## config.mk

```make
export PLATFORM = sky130hd
export DESIGN_NAME = serial_frame_receiver
export DESIGN_NICKNAME = d
export VERILOG_FILES = /design/src/rtl/serial_rx_pkg.sv /design/src/rtl/rx_out_buffer.sv /design/src/rtl/serial_frame_receiver.sv
export SDC_FILE = /design/constraint.sdc
export NUM_CORES = 1
export LEC_CHECK = 0
export ABC_CLOCK_PERIOD_IN_PS = 4100
export CAP_MARGIN = 20
export CORE_MARGIN = 10
export CORE_UTILIZATION = 49
export DETAILED_ROUTE_END_ITERATION = 7
export PLACE_DENSITY = 0.72
export SLEW_MARGIN = 20
export SYNTH_ARGS = -nofsm -noshare
export SYNTH_HDL_FRONTEND = slang
export SYNTH_HIERARCHICAL = 1
export SYNTH_SLANG_ARGS = --single-unit
```

## constraint.sdc

```tcl
create_clock -name C -period 4.1 [get_ports C]
set_input_delay 0.82 -clock C [delete_from_list [all_inputs] [get_ports C]]
set_output_delay 0.82 -clock C [all_outputs]
set_load 0.01 [all_outputs]
```

## src/rtl/serial_rx_pkg.sv

```systemverilog
// serial_rx_pkg
//   Types and elaboration-time helpers shared by the serial frame receiver
//   and its output buffer.
//   - rx_state_e : receiver FSM states
//   - cnt_width  : width of the data-bit counter for a given DATA_W
//   - frame_len  : clocks per frame (start + data + optional parity + stop)
package serial_rx_pkg;

   typedef enum logic [2:0] {
      IDLE,
      DATA,
      PARITY,
      STOP,
      BREAK
   } rx_state_e;

   // $clog2(1) is 0, so a single-bit frame still gets a 1-bit counter.
   function automatic int cnt_width(input int data_w);
      return (data_w > 1) ? $clog2(data_w) : 1;
   endfunction

   function automatic int frame_len(input int data_w, input int parity_en);
      return data_w + 2 + ((parity_en != 0) ? 1 : 0);
   endfunction

endpackage

```

## src/rtl/rx_out_buffer.sv

```systemverilog
// rx_out_buffer
//   One-entry valid/ready holding register for received words. A word
//   offered while the entry is full and not being drained is dropped and
//   recorded in the sticky overrun flag.
//   Ports:
//     clk, rst           : clock, synchronous active-high reset
//     load               : a completed word is offered this cycle
//     load_data/perr     : the offered word and its parity-error flag
//     ready              : consumer accepts the held word when dvalid&&ready
//     clr                : clear the sticky overrun flag
//     dout/perr/dvalid   : held word, its parity flag, entry occupied
//     ovr                : sticky overrun flag
module rx_out_buffer #(
   parameter int DATA_W = 8
) (
   input  logic              clk,
   input  logic              rst,
   input  logic              load,
   input  logic [DATA_W-1:0] load_data,
   input  logic              load_perr,
   input  logic              ready,
   input  logic              clr,
   output logic [DATA_W-1:0] dout,
   output logic              perr,
   output logic              dvalid,
   output logic              ovr
);

   logic accept;
   logic drop;

   assign accept = dvalid && ready;
   assign drop   = load && dvalid && !ready;

   // NOTE: sequential state is written only with non-blocking assignments so
   // every register samples the pre-edge value of every other register.
   always_ff @(posedge clk) begin
      if (rst) begin
         dout   <= '0;
         perr   <= 1'b0;
         dvalid <= 1'b0;
         ovr    <= 1'b0;
      end else begin
         // Loading into an entry that is being drained on the same edge keeps
         // dvalid high with the new word; otherwise a drain empties the entry
         // and dout/perr keep their last value.
         if (load && (!dvalid || ready)) begin
            dout   <= load_data;
            perr   <= load_perr;
            dvalid <= 1'b1;
         end else if (accept) begin
            dvalid <= 1'b0;
         end

         // A drop on the same edge as clr wins.
         if (drop)
            ovr <= 1'b1;
         else if (clr)
            ovr <= 1'b0;
      end
   end

endmodule

```

## src/rtl/serial_frame_receiver.sv

```systemverilog
// serial_frame_receiver
//   Serial-to-parallel frame receiver fed by the shift register core's SO.
//   Frame on SI, one bit per clock: start(0), D0..D(DATA_W-1) LSB-first,
//   optional even-parity bit, stop(1). Completed words go to a one-entry
//   valid/ready buffer with parity, framing and overrun status.
//   Ports:
//     C       : clock (rising edge)
//     R       : synchronous active-high reset
//     SI      : serial line, idle high
//     DOUT    : received word (bit 0 = first data bit)
//     DVALID  : DOUT/PERR hold an unaccepted word
//     DREADY  : consumer accepts when DVALID&&DREADY at an edge
//     PERR    : parity error for the word in DOUT
//     FERR    : sticky, a frame ended with a low stop bit
//     OVR     : sticky, a completed word was dropped (buffer full)
//     CLR     : clear FERR and OVR (a same-edge error event wins)
//     BUSY    : FSM not in IDLE
module serial_frame_receiver
   import serial_rx_pkg::*;
#(
   parameter int DATA_W    = 8,
   parameter int PARITY_EN = 1
) (
   input  logic              C,
   input  logic              R,
   input  logic              SI,
   output logic [DATA_W-1:0] DOUT,
   output logic              DVALID,
   input  logic              DREADY,
   output logic              PERR,
   output logic              FERR,
   output logic              OVR,
   input  logic              CLR,
   output logic              BUSY
);

   localparam int               CNT_W    = cnt_width(DATA_W);
   localparam logic [CNT_W-1:0] LAST_BIT = CNT_W'(DATA_W - 1);

   rx_state_e         state;
   logic [CNT_W-1:0]  bit_cnt;
   logic [DATA_W-1:0] shift_q;
   logic              parity_bad;
   logic              busy_q;
   logic              ferr_q;
   logic              frame_done;
   logic              frame_err;
   logic              load_perr;

   assign frame_done = (state == STOP) && SI;
   assign frame_err  = (state == STOP) && !SI;
   assign load_perr  = (PARITY_EN != 0) ? parity_bad : 1'b0;

   // NOTE: the data shift register has no reset; every bit is rewritten
   // during DATA before the word can be loaded, so stale contents after a
   // reset or an abandoned frame are never observed.
   always_ff @(posedge C) begin
      if (state == DATA)
         shift_q[bit_cnt] <= SI;
   end

   always_ff @(posedge C) begin
      if (R) begin
         state      <= IDLE;
         bit_cnt    <= '0;
         parity_bad <= 1'b0;
         busy_q     <= 1'b0;
         ferr_q     <= 1'b0;
      end else begin
         unique case (state)
            IDLE: begin
               if (!SI) begin
                  state   <= DATA;
                  bit_cnt <= '0;
                  busy_q  <= 1'b1;
               end
            end
            DATA: begin
               if (bit_cnt == LAST_BIT)
                  state <= (PARITY_EN != 0) ? PARITY : STOP;
               else
                  bit_cnt <= bit_cnt + 1'b1;
            end
            PARITY: begin
               // shift_q is complete here; even parity means the data bits
               // and the parity bit XOR to 0.
               parity_bad <= (^shift_q) ^ SI;
               state      <= STOP;
            end
            STOP: begin
               if (SI) begin
                  state  <= IDLE;
                  busy_q <= 1'b0;
               end else begin
                  state <= BREAK;
               end
            end
            BREAK: begin
               // A held-low line is a break, not a new start bit.
               if (SI) begin
                  state  <= IDLE;
                  busy_q <= 1'b0;
               end
            end
            default: begin
               state  <= IDLE;
               busy_q <= 1'b0;
            end
         endcase

         if (frame_err)
            ferr_q <= 1'b1;
         else if (CLR)
            ferr_q <= 1'b0;
      end
   end

   rx_out_buffer #(
      .DATA_W (DATA_W)
   ) u_out_buffer (
      .clk       (C),
      .rst       (R),
      .load      (frame_done),
      .load_data (shift_q),
      .load_perr (load_perr),
      .ready     (DREADY),
      .clr       (CLR),
      .dout      (DOUT),
      .perr      (PERR),
      .dvalid    (DVALID),
      .ovr       (OVR)
   );

   assign FERR = ferr_q;
   assign BUSY = busy_q;

endmodule

```

==> reports/qor.csv <==
stage,metric,value,unit
grt,number_of_antenna_violations_at_the_first_check_in_global_routing,0,
critical_path,cp_top_family,simple AND/OR/NAND/NOR gates,
route,routed-via-count,908,
worst_hold_path,min_path_type,flop to flop,
power_and_ir_drop,power_per_cell_area,289.9,nW/um^2
route,detailedRoute.firstPassIterationCount,4,
final_layout,num-nets-final,154,
clock_network,htreeDepth,1,
synth,post_synth_main_area_contributors,"dfxtp_1 30%, edfxtp_1 18%, nand2b_1 9.4%",
synth,netlist.area_leader.share,0.3019,
sta,setup_viol_count_final,0,
route,route.antenna.remaining_nets,0,
sta,slew-limit-headroom,0.4205,
floorplanning,dieArea,5188,sq um
outcome,run_status,finished clean,
critical_path,critPathMaxFanout,13,
final_layout,final_layout_size_suffix_gt1_frac,0.06849,
route,finalWirelength,2220,um
clock_network,cts_hold_buf,0,
synth,average_instance_area_after_synthesis,10.12,sq um
route,route.detailed.drc,0,
power_and_ir_drop,vdd_drop_max,0.1980,mV
grt,grt_pass1_vias,878,
placement,dpl.hpwl,1611,um
sta,final_setup_slack_of_the_worst_path,1452,ps
synth,synth-seq-cells,28,
clock_network,postCtsSetupRepairBufs,0,
synth,syn-instance-count,131,
critical_path,cp_cell_sequence,clkdlybuf4s50_1 > inv_1 > nor3_1 > nor2b_2 > mux2i_1,
synth,yosysSeqAreaShare,0.4830,
synth,synth_cell_types,35,
clock_network,post_cts_resize_count,0,
sta,rsz0062_at_grt,no,
synth,synth_enable_flop_cells,8,
floorplanning,die_span_y,72.03,um
synth,postSynth.asyncResetShare,0,
synth,postSynthNetCount,138,
final_layout,filler_cell_count,235,
clock_network,cts_buffers,3,
floorplanning,rows,18,
placement,port-buffer-count,17,
floorplanning,initial_utilization,0.5258,
clock_network,cts_sinks,28,
placement,globalplace.congestion,0.7869,
critical_path,regToRegStartpoint,state[1],
synth,most_area_hungry_cell_type_in_the_yosys_netlist,dfxtp_1,
critical_path,setup.worst_path.start_class,input pin,
power_and_ir_drop,leakage_power,0.0005142,uW
synth,netlist_area,1326,sq um
worst_hold_path,min-delay-start,u_out_buffer/dout[0],
final_layout,syn_to_final_growth,15.00,%
critical_path,worst_ep_arrival_time,2900,ps
critical_path,worstSetupStartpoint,SI,
grt,grt_remaining_overflow,0,
synth,postSynth.topFlopCell,dfxtp_1,
critical_path,worstPathBufferInverterCount,2,
sta,setup_total_negative_slack,0,ps
clock_network,clock_edge_transition_at_the_registers_on_the_reported_setup_and_hold_paths,140,ps
critical_path,crit_required,4350,ps
sta,timing_hold_violations_final,0,
grt,grt_first_pass_wirelength,3843,um
floorplanning,pin_count,18,
floorplanning,die_width,72.03,um
sta,post-route-min-period,2648,ps
job,drv_cap,0,
clock_network,cts_buffer_depth,2,
final_layout,fin_util,0.6047,
critical_path,end_kind,flop,
floorplanning,core_footprint,2522,sq um
critical_path,setup.worst_path.class,input pin to flop,
critical_path,worst_path_max_delay_cell,clkdlybuf4s50_1,
route,detail_route.iter0.violations,42,
sta,achievable-frequency,377.6,MHz
route,detail_route.wl_per_cell,12.61,um
final_layout,n_antenna_cell,0,
clock_network,clkLatencyLatePin,320,ps
clock_network,clockRootBuffer,clkbuf_4,
synth,count_of_warnings_emitted_by_yosys,6,
sta,final.setup_skew,2.927,ps
grt,pin_count_of_the_biggest_net_entering_global_routing,31,
sta,worst_pin_slew,866.5,ps
sta,drv_slew,0,
critical_path,cpPeakStageDelay,690,ps
clock_network,tritoncts,yes,
route,vias_per_cell,5.159,
sta,min_period_over_period,0.6459,
grt,globalRouteTotalUtil,0.08987,
placement,pre_cts_slack,1138,ps
==> flip-flops by register name (all words and copies together) (netlist names) <==
signal,count
FERR,1
state,3
u_out_buffer/ovr,1
BUSY,1
u_out_buffer/dout,8
bit_cnt,3
u_out_buffer/perr,1
u_out_buffer/dvalid,1
load_perr,1
shift_q,8
==> worst register-to-register path, cell delays in order, from the launching register on <==
cell,delay (ps)
dfxtp_1,560
nand2_1,120
nor3_1,290
nor2b_2,590
mux2i_1,270
==> kinds of logic (layout without fill, tap and decap cells) <==
family | count (synthesis) | after routing | synth area share
AO/OA/AOI/OAI | 12 | 12 | 0.05944
AND/OR/NAND/NOR | 63 | 63 | 0.2698
XOR/XNOR | 6 | 6 | 0.05000
buffers and inverters | 9 | 24 | 0.03490
multiplexers | 11 | 11 | 0.08396
adder cells (fa/ha/maj) | 2 | 2 | 0.01886
flip-flops | 28 | 28 | 0.4830
==> cell usage after synthesis, types with 2 or more instances <==
library cell,number
nor2_1,14
clkbuf_1,2
edfxtp_1,8
nor2b_1,3
nand2b_1,20
nand2_1,9
a21oi_1,5
mux2i_1,10
inv_1,3
ha_1,2
nand4_1,2
o21ai_0,2
nor3_1,5
nand3b_1,3
xnor2_1,4
dfxtp_1,20
==> cells in the final DEF, fill, tap and decap left out, types with 2 or more instances in the layout <==
master           count
nand4_1              2
clkdlybuf4s50_1     17
mux2i_1             10
nor3_1               5
a21oi_1              5
o21ai_0              2
nor2_1              14
nor2b_1              3
ha_1                 2
dfxtp_1             20
clkbuf_4             3
xnor2_1              4
inv_1                3
nand3b_1             3
nand2b_1            20
edfxtp_1             8
nand2_1              9
==> power by group <==
group          internal, uW  switching [uW]  total (uW)
logic                  18.2            16.9        35.1
clock network          38.1            76.5         115
registers               288            4.37         292
==> per-layer routing <==
metal	GRT usage	share of wire
met1	0.1030	0.46
met3	0.02721	0.062
met2	0.1480	0.47
met5	0	0
met4	0.04516	0.0086
==> worst paths after layout <==
| kind | end | slack, ps | depth (start not counted) |
|---|---|---|---|
| setup / recovery | u_out_buffer/dout[5] | 1450 | 5 |
| hold / removal | u_out_buffer/dout[0] | 480 | 2 |
| setup reg to reg | u_out_buffer/dout[5] | 2200 | 4 |
| hold reg to reg | u_out_buffer/dout[0] | 480 | 2 |
==> stage by stage <==
stage | instances | hold WS [ps] | power (uW) | area [sq um]
floorplan | 131 | 452.0 | 321.6 | 1326
global placement | 172 | 459.6 | 333.3 | 1499
detailed placement | 172 | 460.9 | 334.0 | 1499
CTS | 176 | 486.8 | 449.4 | 1525
global route | 176 | 516.9 | 463.0 | 1525
finish | 176 | 481.0 | 442.2 | 1525
==> final cells by class <==
type,instances,area [sq um],share of cell area
multi-input cells,94,639.4,0.4192
repair buffers,17,170.2,0.1116
inverters,3,11.26,0.007383
flip-flops and latches,28,640.6,0.4200
clock buffers,4,26.28,0.01723
well taps,30,37.54,0.02461
(Power assumes the default switching activity.)
